===== src/rtl/vx_barrier_ctrl_pkg.sv =====
// Shared types and widths for the per-core barrier sequencer.
//   bar_state_e : per-slot lifecycle (IDLE, COLLECT, GREADY, GWAIT)
//   bar_req_t   : one barrier-instruction arrival as seen by the sequencer
//   gbar_req_t  : payload held on the global barrier request channel
//   gbar_rsp_t  : payload of a global release broadcast
// Bus structs are sized from the BAR_* defaults below; the top-level
// parameters default to the same values.
package vx_barrier_ctrl_pkg;

  localparam int unsigned BAR_NUM_WARPS    = 8;
  localparam int unsigned BAR_NUM_BARRIERS = 4;
  localparam int unsigned BAR_SIZE_W       = 8;
  localparam int unsigned BAR_NC_WIDTH     = 4;
  localparam int unsigned BAR_WID_W        = $clog2(BAR_NUM_WARPS);
  localparam int unsigned BAR_BID_W        = $clog2(BAR_NUM_BARRIERS);
  // One extra bit so the arrival counter can hold NUM_WARPS without wrapping.
  localparam int unsigned BAR_CTR_W        = BAR_WID_W + 1;

  typedef enum logic [1:0] {
    IDLE    = 2'd0,
    COLLECT = 2'd1,
    GREADY  = 2'd2,
    GWAIT   = 2'd3
  } bar_state_e;

  typedef struct packed {
    logic [BAR_BID_W-1:0]  id;
    logic                  is_global;
    logic                  is_noop;
    logic [BAR_SIZE_W-1:0] size_m1;
  } bar_req_t;

  typedef struct packed {
    logic [BAR_BID_W-1:0]    id;
    logic [BAR_SIZE_W-1:0]   size_m1;
    logic [BAR_NC_WIDTH-1:0] core_id;
  } gbar_req_t;

  typedef struct packed {
    logic [BAR_BID_W-1:0] id;
  } gbar_rsp_t;

  // One-hot warp mask for a warp id.
  function automatic logic [BAR_NUM_WARPS-1:0] warp_onehot(input logic [BAR_WID_W-1:0] wid);
    return BAR_NUM_WARPS'(1) << wid;
  endfunction

endpackage


===== src/rtl/vx_barrier_ctrl_slot.sv =====
// One barrier slot: lifecycle FSM, stalled-warp mask and arrival counter.
// Ports:
//   clk, reset           clock, asynchronous active-high reset
//   arr_valid            non-noop arrival addressed to this slot
//   arr_wid              arriving warp
//   arr_is_global        arrival is for a global barrier
//   arr_size_m1          local: warps-1, global: cores-1
//   active_warps         active warps (global completion test)
//   grant                this slot won request arbitration (only while GREADY)
//   rsp_hit              global release broadcast addressed to this slot
//   done_local_c         local barrier completes at the coming edge
//   done_rsp_c           global barrier released at the coming edge
//   greq_c               slot is waiting for the request channel
//   release_mask_c       warps to unstall at the coming edge
//   gsize_m1             core count - 1 captured from the global arrivals
//   err_c                protocol violation this cycle
//   busy_next_c          slot will be non-IDLE after the coming edge
module vx_barrier_slot
  import vx_barrier_ctrl_pkg::*;
(
  input  logic                     clk,
  input  logic                     reset,
  input  logic                     arr_valid,
  input  logic [BAR_WID_W-1:0]     arr_wid,
  input  logic                     arr_is_global,
  input  logic [BAR_SIZE_W-1:0]    arr_size_m1,
  input  logic [BAR_NUM_WARPS-1:0] active_warps,
  input  logic                     grant,
  input  logic                     rsp_hit,
  output logic                     done_local_c,
  output logic                     done_rsp_c,
  output logic                     greq_c,
  output logic [BAR_NUM_WARPS-1:0] release_mask_c,
  output logic [BAR_SIZE_W-1:0]    gsize_m1,
  output logic                     err_c,
  output logic                     busy_next_c
);

  bar_state_e               state, state_n;
  logic [BAR_NUM_WARPS-1:0] mask, mask_n;
  logic [BAR_CTR_W-1:0]     ctr, ctr_n;
  logic                     is_global, is_global_n;
  logic [BAR_SIZE_W-1:0]    gsize_n;
  logic [BAR_NUM_WARPS-1:0] arr_bit;
  logic [BAR_NUM_WARPS-1:0] arr_mask;
  logic                     arr_bad;

  // State register.
  always_ff @(posedge clk or posedge reset) begin
    if (reset) begin
      state     <= IDLE;
      mask      <= '0;
      ctr       <= '0;
      is_global <= 1'b0;
      gsize_m1  <= '0;
    end else begin
      state     <= state_n;
      mask      <= mask_n;
      ctr       <= ctr_n;
      is_global <= is_global_n;
      gsize_m1  <= gsize_n;
    end
  end

  // Next state: arrival, arbitration grant and global response.
  always_comb begin
    state_n        = state;
    mask_n         = mask;
    ctr_n          = ctr;
    is_global_n    = is_global;
    gsize_n        = gsize_m1;
    done_local_c   = 1'b0;
    done_rsp_c     = 1'b0;
    release_mask_c = '0;
    err_c          = 1'b0;

    arr_bit  = warp_onehot(arr_wid);
    arr_mask = mask | arr_bit;
    // Duplicate warp, slot locked on the request channel, or kind mismatch.
    arr_bad  = (state == GREADY) || (state == GWAIT) || ((mask & arr_bit) != '0) ||
               ((state == COLLECT) && (is_global != arr_is_global));

    if (arr_valid) begin
      if (arr_bad) begin
        err_c = 1'b1;
      end else if (!arr_is_global) begin
        // Compare before the increment: this arrival is the last one.
        if (BAR_SIZE_W'(ctr) == arr_size_m1) begin
          done_local_c   = 1'b1;
          release_mask_c = arr_mask;
          state_n        = IDLE;
          mask_n         = '0;
          ctr_n          = '0;
          is_global_n    = 1'b0;
        end else begin
          state_n     = COLLECT;
          mask_n      = arr_mask;
          ctr_n       = ctr + BAR_CTR_W'(1);
          is_global_n = 1'b0;
        end
      end else begin
        mask_n      = arr_mask;
        is_global_n = 1'b1;
        gsize_n     = arr_size_m1;
        state_n     = (arr_mask == active_warps) ? GREADY : COLLECT;
      end
    end

    // Grants only target GREADY slots, which never accept arrivals.
    if (grant) begin
      state_n = GWAIT;
    end

    if (rsp_hit) begin
      if (state == GWAIT) begin
        done_rsp_c     = 1'b1;
        release_mask_c = release_mask_c | mask;
        state_n        = IDLE;
        mask_n         = '0;
        ctr_n          = '0;
        is_global_n    = 1'b0;
      end else begin
        err_c = 1'b1;
      end
    end

    greq_c      = (state == GREADY);
    busy_next_c = (state_n != IDLE);
  end

endmodule


===== src/rtl/vx_barrier_ctrl.sv =====
// Per-core barrier sequencer feeding the warp scheduler.
// Tracks arrivals at NUM_BARRIERS local/global barrier slots, issues one
// registered release pulse per cycle, arbitrates completed global barriers
// onto the single-outstanding gbar request channel and matches responses.
// Ports:
//   clk, reset          clock, asynchronous active-high reset
//   bar_valid/...       barrier instruction arrival (wid, id, global, noop, size_m1)
//   active_warps        active warps for the global completion test
//   release_valid/mask  registered unstall pulse and warp mask
//   gbar_req_*          global barrier request channel (valid held until ready)
//   gbar_rsp_valid/id   global release broadcast
//   err_pulse           one-cycle protocol violation flag
//   busy                any slot non-IDLE or a request pending
module vx_barrier_ctrl
  import vx_barrier_ctrl_pkg::*;
#(
  parameter int unsigned NUM_WARPS    = BAR_NUM_WARPS,
  parameter int unsigned NUM_BARRIERS = BAR_NUM_BARRIERS,
  parameter int unsigned SIZE_W       = BAR_SIZE_W,
  parameter int unsigned CORE_ID      = 0,
  parameter int unsigned NC_WIDTH     = BAR_NC_WIDTH
) (
  input  logic                            clk,
  input  logic                            reset,
  input  logic                            bar_valid,
  input  logic [$clog2(NUM_WARPS)-1:0]    bar_wid,
  input  logic [$clog2(NUM_BARRIERS)-1:0] bar_id,
  input  logic                            bar_is_global,
  input  logic                            bar_is_noop,
  input  logic [SIZE_W-1:0]               bar_size_m1,
  input  logic [NUM_WARPS-1:0]            active_warps,
  output logic                            release_valid,
  output logic [NUM_WARPS-1:0]            release_mask,
  output logic                            gbar_req_valid,
  input  logic                            gbar_req_ready,
  output logic [$clog2(NUM_BARRIERS)-1:0] gbar_req_id,
  output logic [SIZE_W-1:0]               gbar_req_size_m1,
  output logic [NC_WIDTH-1:0]             gbar_req_core_id,
  input  logic                            gbar_rsp_valid,
  input  logic [$clog2(NUM_BARRIERS)-1:0] gbar_rsp_id,
  output logic                            err_pulse,
  output logic                            busy
);

  bar_req_t                  arr;
  gbar_rsp_t                 rsp;
  gbar_req_t                 req_q, req_n;
  logic                      req_valid_q, req_valid_n;

  logic [NUM_BARRIERS-1:0]   slot_done_local;
  logic [NUM_BARRIERS-1:0]   slot_done_rsp;
  logic [NUM_BARRIERS-1:0]   slot_greq;
  logic [NUM_BARRIERS-1:0]   slot_err;
  logic [NUM_BARRIERS-1:0]   slot_busy_n;
  logic [NUM_BARRIERS-1:0]   slot_grant;
  logic [NUM_WARPS-1:0]      slot_rel  [NUM_BARRIERS];
  logic [SIZE_W-1:0]         slot_size [NUM_BARRIERS];

  logic                      grant_found;
  logic                      rel_valid_n;
  logic [NUM_WARPS-1:0]      rel_mask_n;
  logic                      err_n;
  logic                      busy_n;

  // Bundle the incoming instruction and response.
  always_comb begin
    arr         = '0;
    arr.id      = bar_id;
    arr.is_global = bar_is_global;
    arr.is_noop = bar_is_noop;
    arr.size_m1 = bar_size_m1;
    rsp         = '0;
    rsp.id      = gbar_rsp_id;
  end

  // Barrier slots.
  for (genvar i = 0; i < NUM_BARRIERS; i++) begin : g_slot
    vx_barrier_slot u_slot (
      .clk            (clk),
      .reset          (reset),
      .arr_valid      (bar_valid && !arr.is_noop && (arr.id == BAR_BID_W'(i))),
      .arr_wid        (bar_wid),
      .arr_is_global  (arr.is_global),
      .arr_size_m1    (arr.size_m1),
      .active_warps   (active_warps),
      .grant          (slot_grant[i]),
      .rsp_hit        (gbar_rsp_valid && (rsp.id == BAR_BID_W'(i))),
      .done_local_c   (slot_done_local[i]),
      .done_rsp_c     (slot_done_rsp[i]),
      .greq_c         (slot_greq[i]),
      .release_mask_c (slot_rel[i]),
      .gsize_m1       (slot_size[i]),
      .err_c          (slot_err[i]),
      .busy_next_c    (slot_busy_n[i])
    );
  end

  // Lowest-index GREADY slot wins, and only while the channel is empty.
  always_comb begin
    slot_grant  = '0;
    grant_found = 1'b0;
    if (!req_valid_q) begin
      for (int i = 0; i < NUM_BARRIERS; i++) begin
        if (slot_greq[i] && !grant_found) begin
          slot_grant[i] = 1'b1;
          grant_found   = 1'b1;
        end
      end
    end
  end

  // Request register: load on grant, drop on handshake.
  always_comb begin
    req_valid_n = req_valid_q;
    req_n       = req_q;
    if (req_valid_q && gbar_req_ready) begin
      req_valid_n = 1'b0;
    end
    for (int i = 0; i < NUM_BARRIERS; i++) begin
      if (slot_grant[i]) begin
        req_valid_n   = 1'b1;
        req_n.id      = BAR_BID_W'(i);
        req_n.size_m1 = slot_size[i];
        req_n.core_id = BAR_NC_WIDTH'(CORE_ID);
      end
    end
  end

  // Noop, local completions and global releases merge into one pulse.
  always_comb begin
    rel_valid_n = bar_valid && arr.is_noop;
    rel_mask_n  = (bar_valid && arr.is_noop) ? warp_onehot(bar_wid) : '0;
    for (int i = 0; i < NUM_BARRIERS; i++) begin
      rel_valid_n = rel_valid_n | slot_done_local[i] | slot_done_rsp[i];
      rel_mask_n  = rel_mask_n | slot_rel[i];
    end
    err_n  = |slot_err;
    busy_n = (|slot_busy_n) || req_valid_n;
  end

  // Output registers.
  always_ff @(posedge clk or posedge reset) begin
    if (reset) begin
      release_valid <= 1'b0;
      release_mask  <= '0;
      req_valid_q   <= 1'b0;
      req_q         <= '0;
      err_pulse     <= 1'b0;
      busy          <= 1'b0;
    end else begin
      release_valid <= rel_valid_n;
      release_mask  <= rel_mask_n;
      req_valid_q   <= req_valid_n;
      req_q         <= req_n;
      err_pulse     <= err_n;
      busy          <= busy_n;
    end
  end

  assign gbar_req_valid   = req_valid_q;
  assign gbar_req_id      = req_q.id;
  assign gbar_req_size_m1 = req_q.size_m1;
  assign gbar_req_core_id = req_q.core_id;

endmodule

===== config.mk =====
export PLATFORM = sky130hd
export DESIGN_NAME = vx_barrier_ctrl
export DESIGN_NICKNAME = d
export VERILOG_FILES = /design/src/rtl/vx_barrier_ctrl_pkg.sv /design/src/rtl/vx_barrier_ctrl_slot.sv /design/src/rtl/vx_barrier_ctrl.sv
export SDC_FILE = /design/constraint.sdc
export NUM_CORES = 1
export LEC_CHECK = 0
export BUFFER_PORTS_ARGS = -buffer_cell sky130_fd_sc_hd__buf_2
export CORE_UTILIZATION = 55
export CTS_CLUSTER_SIZE = 10
export DETAILED_ROUTE_END_ITERATION = 8
export HOLD_SLACK_MARGIN = 0.05
export PLACE_DENSITY = 0.81
export SKIP_LAST_GASP = 1
export SLEW_MARGIN = 30
export SYNTH_ARGS = -nofsm -noshare
export SYNTH_HDL_FRONTEND = slang
export SYNTH_HIERARCHICAL = 1
export SYNTH_SLANG_ARGS = --single-unit
export TNS_END_PERCENT = 5

===== constraint.sdc =====
create_clock -name clk -period 1.8 [get_ports clk]
set_input_delay 0.36 -clock clk [delete_from_list [all_inputs] [get_ports clk]]
set_output_delay 0.36 -clock clk [all_outputs]
set_load 0.01 [all_outputs]

==> results of run 1 <==
## per-layer routing
layer / track usage [%] / vias to the layer above
met5: 0 / -
li1: - / 3523
met3: 11.4 / 181
met4: 22.6 / 0
met1: 49.8 / 3909
met2: 58.7 / 665
## sequential cells by signal (all words and copies together), names as in the netlist
register,count
g_slot.u_slot/is_global,4
release_valid,1
gbar_req_size_m1,8
gbar_req_id,2
busy,1
gbar_req_valid,1
g_slot.u_slot/gsize_m1,32
g_slot.u_slot/state,8
err_pulse,1
g_slot.u_slot/mask,32
release_mask,8
g_slot.u_slot/ctr,16
## logic make-up (layout without fill, tap and decap cells)
group / count (synthesis) / count (layout) / synth area share [%]
and+or+nand+nor: 288 / 288 / 22.2
AOI/OAI and AO/OA: 257 / 257 / 23.1
DFF: 114 / 114 / 38.9
buffers and inverters: 82 / 326 / 5.05
muxes: 52 / 52 / 7.64
xor gates and xnor gates: 20 / 20 / 2.39
adders and majority gates: 4 / 4 / 0.683
other: 1 / 4 / 0.0511
## placed cells by master, fill, tap and decap left out, drive strengths merged, types with 14 or more instances in the layout
master  count
mux2       32
inv        34
a31oi      36
buf       257
nor2       79
nor4       21
xor2       20
clkbuf     17
and3       14
a21oi      84
o21ai      43
nand2b     31
nand2      37
dfrtp     114
mux2i      20
## critical path, cell delays in order, from the launching register on
cell,delay [ns]
dfrtp_1,0.40
buf_4,0.17
nor2b_1,0.21
buf_4,0.18
clkinv_1,0.07
nor4_1,0.38
nor2_1,0.14
a21oi_1,0.27
nor4_2,0.10
o21ai_1,0.09
## what timing repair did
action	in CTS	in global routing
hold buffers	1	0
hold endpoints to repair	83	0
endpoints found under the setup margin	82	103
pin swaps	7	12
buffers inserted	2	1
gates resized for setup	13	28
## worst paths after layout
path                                                 to                          from  slack, ns
max                                                busy     g_slot[2].u_slot/state[0]      -0.28
max reg2reg                                        busy     g_slot[2].u_slot/state[0]      -0.28
min in group asynchronous  g_slot[0].u_slot/gsize_m1[2]                         reset       0.44
min reg2reg                g_slot[1].u_slot/gsize_m1[5]  g_slot[1].u_slot/gsize_m1[5]       0.51
min                                      gbar_req_valid                gbar_req_ready       0.28
max in group asynchronous                          busy                         reset       0.77
## power breakdown
group | total [W] | internal [W] | switching, W | leakage [nW]
logic | 0.00406 | 0.00180 | 0.00226 | 2.87
clock network | 0.00322 | 0.00190 | 0.00132 | 0.262
registers | 0.00353 | 0.00311 | 0.000417 | 1.52
## area by class of cell
cell class / count / area (sq um) / share of cell area [%]
Clock buffer: 17 / 425 / 4.26
Clock inverter: 15 / 135 / 1.35
Inverter: 36 / 135 / 1.35
Multi-Input combinational cell: 625 / 4340 / 43.4
Sequential cell: 114 / 2850 / 28.5
Tap cell: 172 / 215 / 2.15
Timing Repair Buffer: 258 / 1890 / 18.9
## through the flow
step / cell area (sq um) / setup TNS (ns)
finish: 10000 / -7.77
global placement: 9220 / -38.69
detailed placement: 9220 / -43.57
floorplan: 7460 / -3.63
global route: 10000 / -13.61
CTS: 9850 / -5.98
==> out/metrics.csv, run 1 <==
stage;metric;value;unit
cells_and_area;diodes;0;
cells_and_area;drive_gt1_share;35.5;%
detailed_routing;vias_per_cell;6.69;
worst_setup_path;cp.arrival;2.44;ns
worst_setup_path;crit_required;2.15;ns
detailed_routing;routed-wl-met2;12200;microns
sta;tightest_slew;0.515;ns
hold_path;holdPathStages;3;
detailed_routing;drt_first_pass_iters;9;
logic_synthesis;syn-cell-area;0.00733;sq mm
global_routing;grt_usage;38.9;%
detailed_routing;wl_per_cell;21.8;microns
sta;rsz0062_at_grt;yes;
placed_design;port_buffers;51;
clock_network;root_buffer;clkbuf_16;
logic_synthesis;synth_common_cells;114 x dfrtp_1, 80 x a21oi_1, 79 x nor2_1, 43 x o21ai_0, 36 x a31oi_1;
cells_and_area;fillers;807;
clock_network;cts_sinks;114;
logic_synthesis;synth.largest_area_cell;dfrtp_1;
floorplan;die_h;117;microns
detailed_routing;wl_met3;3200;microns
logic_synthesis;synth.most_common_cell;dfrtp_1;
status;status;finished, violations left;
clock_network;cts_inserted_buffers;17;
placed_design;place_ws;-0.628;ns
detailed_routing;num_vias;8278;
logic_synthesis;synth_top_area_share;38.9;%
sta;relSlewSlack;65.6;%
cells_and_area;nets;1086;
placed_design;dp_hpwl;18000;microns
power_and_ir_drop;leakagePower;4.65;nW
placed_design;place_congestion;0.946;
worst_setup_path;critPathCaptureType;register;
logic_synthesis;async_reset_ff_share;100;%
worst_setup_path;startpoint_type;register;
clock_network;path_clk_slew;0.06;ns
placed_design;dp_cells;1201;
worst_setup_path;cp_max_fo;5;
detailed_routing;drc;0;
detailed_routing;ant_nets;0;
cells_and_area;area_delta_synth_final;36.3;%
global_routing;first_global_vias;8002;
sta;max_freq;0.480;GHz
floorplan;die_x;117;microns
sta;hold-worst-slack;0.285;ns
global_routing;antenna_found_initial;0;
floorplan;coreArea;0.0128;sq mm
floorplan;ios;56;
cells_and_area;final_core_utilization;77.9;%
sta;finalCriticalPeriod;2.08;ns
sta;final.setup.worst_slack;-0.282;ns
logic_synthesis;synth_area_leaders;dfrtp_1 39%, a21oi_1 5.5%, mux2_2 4.9%;
status;violations;setup timing;
logic_synthesis;yosysSeqAreaShare;38.9;%
power_and_ir_drop;p_total;0.0108;W
sta;fin_crit_sh;116;%
clock_network;cts_tree;yes;
floorplan;dieArea;0.0138;sq mm
global_routing;grt_pass1_wl;41700;microns
logic_synthesis;synth_edf_count;0;
global_routing;grt_max_degree;24;
floorplan;rows;41;
floorplan;start_util;57.2;%
logic_synthesis;ys.flop_type;dfrtp_1;
logic_synthesis;synth_cell_types;56;
detailed_routing;highest_layer;met4;
logic_synthesis;syn_inst;818;
sta;finalMaxSlewViolations;0;
cells_and_area;fin_cells;1237;
clock_network;insertion_delay;0.44;ns
clock_network;cts-htree-levels;4;
worst_setup_path;r2r_cells;9;
logic_synthesis;ys_ff_latch;114;
sta;setup_violations;74;
sta;fin_worst_skew;0.0153;ns
worst_setup_path;critPathKind;register to register;
power_and_ir_drop;peakVddDrop;874;uV
power_and_ir_drop;p_per_area;1080;mW/mm^2
detailed_routing;drt-initial-drc-count;1035;
sta;hold_viol_final;0;
global_routing;overflow;0;
detailed_routing;drt-total-wl;26900;microns
logic_synthesis;ys_warn_count;6;
clock_network;clk_path_buf_depth;2;
job;max-cap-violations;0;
detailed_routing;drt-met1-wl;9970;microns
logic_synthesis;synth.avg_cell_area;8.96;sq um
hold_path;hold_path_class;input pin to register;
Power figures use the tool's default switching activity.
==> inputs of run 2 (changes only) <==
--- a/config.mk
+++ b/config.mk
@@ -9,6 +9,7 @@
 export CORE_UTILIZATION = 55
 export CTS_CLUSTER_SIZE = 10
 export DETAILED_ROUTE_END_ITERATION = 8
+export GPL_TIMING_DRIVEN = 0
 export HOLD_SLACK_MARGIN = 0.05
 export PLACE_DENSITY = 0.81
 export SKIP_LAST_GASP = 1
==> run 2 against run 1 <==
  * The flow still finishes with violations (setup timing)
  * Sequential power increased by 1%
  * Utilization shrank 3.4 points
  * Register-to-register slack about the same
  * Total power shrank 0.92%
  * Worst hold slack got worse by 0.26 ns
  * Clock-buffer cell count up 7
  * Routed wire length shrank 9.9%
  * Global-route usage shrank 4.3 points
  * Sequential cell count unchanged
  * Clock power increased by 16%
  * Combinational power down 17%
  * Die area unchanged
  * Critical path type unchanged
==> out/metrics.csv, run 2 (synthesis gave the netlist of run 1 again) <==
stage;metric;value;unit;change
cells_and_area;diodes;0;;unchanged
detailed_routing;wl_per_cell;20.9;microns;was 21.8 microns
placed_design;dp_hpwl;14800;microns;was 18,000 microns
clock_network;clk_path_buf_depth;2;;unchanged
detailed_routing;drt_first_pass_iters;5;;was 9
worst_setup_path;cp.arrival;2.42;ns;was 2.44 ns
detailed_routing;wl_met3;2260;microns;was 3200 microns
clock_network;cts-htree-levels;4;;unchanged
sta;final.setup.worst_slack;-0.280;ns;was -0.282 ns
clock_network;path_clk_slew;0.05;ns;was 0.06 ns
sta;max_freq;0.481;GHz;was 0.480 GHz
sta;hold-worst-slack;0.0243;ns;was 0.285 ns
detailed_routing;drt-initial-drc-count;945;;was 1,035
sta;finalCriticalPeriod;2.08;ns;about the same
clock_network;cts_sinks;114;;unchanged
detailed_routing;drt-met1-wl;9730;microns;was 9970 microns
cells_and_area;fillers;867;;was 807
cells_and_area;final_core_utilization;74.5;%;was 77.9%
floorplan;ios;56;;unchanged
worst_setup_path;startpoint_type;register;;unchanged
detailed_routing;ant_nets;0;;unchanged
worst_setup_path;critPathKind;register to register;;unchanged
floorplan;start_util;57.2;%;unchanged
cells_and_area;nets;1008;;was 1,086
cells_and_area;reg_top3;g_slot.u_slot/gsize_m1 (32), g_slot.u_slot/mask (32), g_slot.u_slot/ctr (16);;unchanged
global_routing;grt_pass1_wl;37400;microns;was 41,700 microns
cells_and_area;multi_input_area;0.00443;sq mm;was 0.00434 sq mm
global_routing;antenna_found_initial;0;;unchanged
cells_and_area;final_cell_mix;112 x dfrtp_1, 98 x buf_4, 75 x nor2_1;;was 198 x buf_4, 114 x dfrtp_1, 77 x nor2_1
clock_network;cts_tree;yes;;unchanged
cells_and_area;fin_area;0.00955;sq mm;was 0.0100 sq mm
detailed_routing;drc;0;;unchanged
sta;rsz0062_at_grt;yes;;unchanged
status;violations;setup timing;;unchanged
detailed_routing;highest_layer;met4;;unchanged
floorplan;rows;41;;unchanged
sta;relSlewSlack;38.6;%;was 65.6%
detailed_routing;vias_per_cell;6.57;;was 6.69
power_and_ir_drop;p_per_area;1120;mW/mm^2;was 1080 mW/mm^2
sta;finalMaxSlewViolations;0;;unchanged
floorplan;die_x;117;microns;unchanged
job;max-cap-violations;0;;unchanged
cells_and_area;fin_cells;1159;;was 1,237
floorplan;die_h;117;microns;unchanged
worst_setup_path;crit_required;2.14;ns;was 2.15 ns
power_and_ir_drop;peakVddDrop;678;uV;was 874 uV
cells_and_area;final_common_cell;dfrtp_1;;was buf_4
placed_design;place_congestion;0.906;;was 0.946
clock_network;root_buffer;clkbuf_16;;unchanged
worst_setup_path;critPathCaptureType;register;;unchanged
global_routing;first_global_vias;7192;;was 8,002
status;status;finished, violations left;;unchanged
global_routing;grt_usage;34.6;%;was 38.9%
power_and_ir_drop;leakagePower;4.30;nW;was 4.65 nW
sta;fin_crit_sh;116;%;about the same
detailed_routing;num_vias;7616;;was 8,278
detailed_routing;drt-total-wl;24300;microns;was 26,900 microns
sta;hold_viol_final;0;;unchanged
clock_network;cts_inserted_buffers;17;;unchanged
sta;setup_violations;90;;was 74
global_routing;overflow;0;;unchanged
placed_design;dpl_cell_area;0.00793;sq mm;was 0.00922 sq mm
global_routing;grt_max_degree;24;;unchanged
detailed_routing;routed-wl-met2;11500;microns;was 12,200 microns
floorplan;coreArea;0.0128;sq mm;unchanged
worst_setup_path;cp_max_fo;8;;was 5
placed_design;dp_cells;1043;;was 1,201
hold_path;hold_path_class;input pin to asynchronous set/reset pin;;was input pin to register
sta;fin_worst_skew;0.00540;ns;was 0.0153 ns
cells_and_area;ff_latch_area;0.00286;sq mm;was 0.00285 sq mm
cells_and_area;area_delta_synth_final;30.3;%;was 36.3%
sta;tightest_slew;0.915;ns;was 0.515 ns
cells_and_area;drive_gt1_share;31.5;%;was 35.5%
clock_network;insertion_delay;0.43;ns;was 0.44 ns
floorplan;dieArea;0.0138;sq mm;unchanged
placed_design;place_ws;-0.888;ns;was -0.628 ns
placed_design;port_buffers;50;;was 51
## run 2: cell count changes in the layout (fill, tap and decap cells not counted), moves of 5 or more
cell      previous run  this run
buf_12               5         0
buf_6                4        12
buf_2               50        57
inv_1               31        26
clkbuf_1             0         9
buf_4              198        98
clkbuf_8             0         6
## run 2: repair_timing
action	CTS	global route
hold buffers	0	0
pin swaps	34	15
gates resized for setup	51	27
cloned	0	1
endpoints found under the hold margin	0	0
buffers inserted	57	26
setup endpoints to repair	92	107
## run 2: path summary, 6_finish.rpt
| kind | start | end | slack (ns) | depth (start not counted) |
|---|---|---|---|---|
| max | g_slot[1].u_slot/mask[2] | g_slot[1].u_slot/ctr[0] | -0.28 | 7 |
| min | reset | g_slot[2].u_slot/gsize_m1[7] | 0.02 | 2 |
| max reg2reg | g_slot[1].u_slot/mask[2] | g_slot[1].u_slot/ctr[0] | -0.28 | 7 |
| min reg2reg | g_slot[3].u_slot/gsize_m1[6] | g_slot[3].u_slot/gsize_m1[6] | 0.51 | 1 |
| max in group asynchronous | reset | g_slot[1].u_slot/mask[0] | 1.28 | 2 |
| min in group clk | bar_wid[1] | release_mask[0] | 0.21 | 2 |
## run 2: layout make-up
| class | instances | area share [%] |
|---|---|---|
| Sequential cell | 114 | 29.9 |
| Clock buffer | 24 | 5.36 |
| Multi-Input combinational cell | 625 | 46.4 |
| Inverter | 36 | 1.43 |
| Clock inverter | 8 | 1.53 |
| Timing Repair Buffer | 134 | 9.52 |
| Tap cell | 172 | 2.25 |
| Buffer | 46 | 3.63 |
## run 2: routing by layer
metal	track usage (%)	vias to the layer above
li1	-	3367
met5	0	-
met3	8.87	75
met1	44.8	3730
met4	15.3	0
met2	54.8	444
## run 2: through the flow
stage	total power, W	TNS (ns)
CTS	0.0104	-3.59
global route	0.0112	-16.35
detailed placement	0.00643	-50.10
global placement	0.00634	-48.08
finish	0.0107	-9.12
floorplan	0.00553	-3.63
## run 2: power breakdown
part	switching, W	internal [W]
sequential	0.000460	0.00312
combinational	0.00198	0.00141
clock	0.00122	0.00253
## run 2: critical path, stage by stage (launching register included)
cell     delay, ns
dfrtp_1       0.39
mux2i_2       0.20
a22oi_2       0.15
buf_4         0.16
buf_4         0.13
a211o_1       0.35
or4_1         0.44
a21oi_1       0.17
==> inputs of run 3 (changes only) <==
--- a/config.mk
+++ b/config.mk
@@ -6,13 +6,14 @@
 export NUM_CORES = 1
 export LEC_CHECK = 0
 export BUFFER_PORTS_ARGS = -buffer_cell sky130_fd_sc_hd__buf_2
-export CORE_UTILIZATION = 55
+export CELL_PAD_IN_SITES_DETAIL_PLACEMENT = 0
+export CELL_PAD_IN_SITES_GLOBAL_PLACEMENT = 1
+export CORE_UTILIZATION = 42
 export CTS_CLUSTER_SIZE = 10
 export DETAILED_ROUTE_END_ITERATION = 8
 export GPL_TIMING_DRIVEN = 0
 export HOLD_SLACK_MARGIN = 0.05
-export PLACE_DENSITY = 0.81
-export SKIP_LAST_GASP = 1
+export PLACE_DENSITY_LB_ADDON = 0.1
 export SLEW_MARGIN = 30
 export SYNTH_ARGS = -nofsm -noshare
 export SYNTH_HDL_FRONTEND = slang
==> run 3 against run 2 <==
  * The flow still finishes with violations (setup timing)
  * Clock power decreased by 8.3%
  * Total power decreased by 2.8%
  * Worst hold slack improved by 0.20 ns
  * Register-to-register slack got worse by 0.05 ns
  * Critical endpoint is now release_mask[4]
==> out/metrics.csv, run 3 (synthesis gave the netlist of run 1 again) <==
stage;metric;value;unit;change
power_and_ir_drop;peakVddDrop;751;uV;was 678 uV
worst_setup_path;cp.arrival;2.42;ns;about the same
power_and_ir_drop;p_per_area;1060;mW/mm^2;was 1120 mW/mm^2
global_routing;antenna_found_initial;0;;unchanged
power_and_ir_drop;leakagePower;4.30;nW;about the same
clock_network;cts_inserted_buffers;17;;unchanged
power_and_ir_drop;p_int;0.00663;W;was 0.00706 W
worst_setup_path;r2r_cells;9;;was 7
power_and_ir_drop;pwr-share-seq;34.0;%;was 33.4%
sta;relSlewSlack;54.9;%;was 38.6%
cells_and_area;reg_top3;g_slot.u_slot/gsize_m1 (32), g_slot.u_slot/mask (32), g_slot.u_slot/ctr (16);;unchanged
hold_path;holdPathStages;2;;
detailed_routing;ant_nets;0;;unchanged
sta;setup_violations;54;;was 90
floorplan;start_util;43.6;%;was 57.2%
sta;max_freq;0.470;GHz;was 0.481 GHz
detailed_routing;drc;0;;unchanged
worst_setup_path;startpoint_type;register;;unchanged
status;status;finished, violations left;;unchanged
hold_path;hold_path_class;input pin to register;;was input pin to asynchronous set/reset pin
status;violations;setup timing;;unchanged
floorplan;rows;47;;was 41
power_and_ir_drop;p_comb_share;33.0;%;was 31.6%
detailed_routing;wl_per_cell;20.4;microns;was 20.9 microns
sta;final.setup.worst_slack;-0.329;ns;was -0.280 ns
cells_and_area;final_common_cell;dfrtp_1;;unchanged
clock_network;cts-htree-levels;4;;unchanged
sta;finalMaxSlewViolations;0;;unchanged
sta;finalCriticalPeriod;2.13;ns;was 2.08 ns
cells_and_area;fillers;1513;;was 867
worst_setup_path;crit_required;2.09;ns;was 2.14 ns
global_routing;overflow;0;;unchanged
worst_setup_path;critPathCaptureType;register;;unchanged
clock_network;cts_tree;yes;;unchanged
sta;rsz0062_at_grt;yes;;unchanged
sta;hold-worst-slack;0.225;ns;was 0.0243 ns
sta;hold_viol_final;0;;unchanged
detailed_routing;num_vias;7321;;was 7,616
global_routing;grt_usage;27.5;%;was 34.6%
floorplan;die_h;134;microns;was 117 microns
placed_design;place_congestion;0.880;;was 0.906
global_routing;first_global_vias;6962;;was 7,192
detailed_routing;drt-initial-drc-count;463;;was 945
sta;fin_crit_sh;118;%;was 116%
sta;tightest_slew;0.673;ns;was 0.915 ns
placed_design;port_buffers;50;;unchanged
sta;fin_worst_skew;0.0100;ns;was 0.00540 ns
placed_design;dp_hpwl;16900;microns;was 14,800 microns
worst_setup_path;critPathKind;register to register;;unchanged
worst_setup_path;cp_max_fo;8;;unchanged
floorplan;coreArea;0.0168;sq mm;was 0.0128 sq mm
detailed_routing;drt_first_pass_iters;5;;unchanged
global_routing;grt_max_degree;24;;unchanged
cells_and_area;drive_gt1_share;34.5;%;was 31.5%
cells_and_area;diodes;0;;unchanged
detailed_routing;vias_per_cell;6.08;;was 6.57
cells_and_area;nets;1006;;was 1,008
clock_network;path_clk_slew;0.06;ns;was 0.05 ns
clock_network;root_buffer;clkbuf_16;;unchanged
cells_and_area;area_delta_synth_final;34.3;%;was 30.3%
job;max-cap-violations;0;;unchanged
floorplan;dieArea;0.0180;sq mm;was 0.0138 sq mm
sta;setup_tns;-5.46;ns;was -9.12 ns
global_routing;grt_pass1_wl;37700;microns;was 37,400 microns
floorplan;ios;56;;unchanged
clock_network;clk_path_buf_depth;2;;unchanged
floorplan;die_x;134;microns;was 117 microns
power_and_ir_drop;switchingPower;0.00378;W;was 0.00366 W
clock_network;cts_sinks;114;;unchanged
detailed_routing;drt-total-wl;24600;microns;was 24,300 microns
cells_and_area;final_cell_mix;112 x dfrtp_1, 82 x buf_4, 68 x a21oi_1;;was 112 x dfrtp_1, 98 x buf_4, 75 x nor2_1
power_and_ir_drop;pwr-share-clk;33.0;%;was 35.0%
power_and_ir_drop;swShare;36.3;%;was 34.1%
clock_network;insertion_delay;0.43;ns;about the same
-- run 3: cell count changes in the layout (fill, tap and decap cells not counted), sizes merged --
cell         change
clkbuf           -7
bufinv           -2
clkinv           -2
buf              -3
dlygate4sd3      +1
inv              +9
clkinvlp         +2
-- run 3: power by group through the flow --
stage	Clock, W	Combinational (W)	Sequential (W)
after detailed placement	0	0.00290	0.00360
after global placement	0	0.00284	0.00357
final	0.00344	0.00344	0.00354
after CTS	0.00348	0.00325	0.00352
after global routing	0.00361	0.00374	0.00360
after floorplan	0	0.00198	0.00355
-- run 3: worst paths after layout --
check                                         startpoint                      endpoint  slack [ns]
worst max-delay path            g_slot[2].u_slot/mask[1]               release_mask[4]       -0.33
worst min-delay path                          bar_wid[1]               release_mask[4]        0.22
worst max register to register  g_slot[2].u_slot/mask[1]               release_mask[4]       -0.33
worst min register to register            gbar_req_id[1]                gbar_req_id[1]        0.49
max in group asynchronous                          reset      g_slot[0].u_slot/mask[5]        0.76
min in group asynchronous                          reset  g_slot[2].u_slot/gsize_m1[7]        0.58
-- run 3: area by class of cell --
type	count	area, sq um	area share [%]
plain buffers	46	368	3.73
well taps	220	275	2.79
flip-flops and latches	114	2860	29.0
inverters	36	136	1.38
repair buffers	132	972	9.87
multi-input cells	625	4650	47.2
clock buffers	17	425	4.32
clock inverters	15	169	1.71
-- run 3: through the flow --
stage	std cells	power [W]	worst slack (ns)	instance area [sq um]	util (%)
6_report	1205	0.0104	-0.329	9850	58.6
3_3_place_gp	1091	0.00641	-1.00	7990	47.5
4_1_cts	1184	0.0102	-0.261	9330	55.5
3_5_place_dp	1091	0.00650	-0.976	7990	47.5
5_1_grt	1205	0.0110	-0.422	9850	58.6
2_1_floorplan	821	0.00553	-0.177	7460	-
-- run 3: repair_timing --
action                                  CTS  global route
endpoints found under the setup margin  106           105
hold buffers                              1             0
gates resized for setup                  68            74
cloned                                    1             1
buffers inserted                         59            21
endpoints found under the hold margin    15             0
pin swaps                                34            38
-- run 3: per-layer routing --
metal	global-route usage, %	vias to the layer above	part of all wire, %
met4	9.05	0	2.7
met3	5.33	41	4.9
met1	36.4	3657	44
met5	0	-	0
met2	45.0	255	48
li1	-	3368	-
-- run 3: worst max-delay path, stage by stage, from the launching register on --
cell and delay [ns]:
dfrtp_1 0.43, mux2i_1 0.12, a22oi_2 0.26, a211oi_4 0.15, buf_4 0.17, a21oi_4 0.16
buf_12 0.14, a21oi_2 0.05, nor4_2 0.39, o31ai_1 0.13
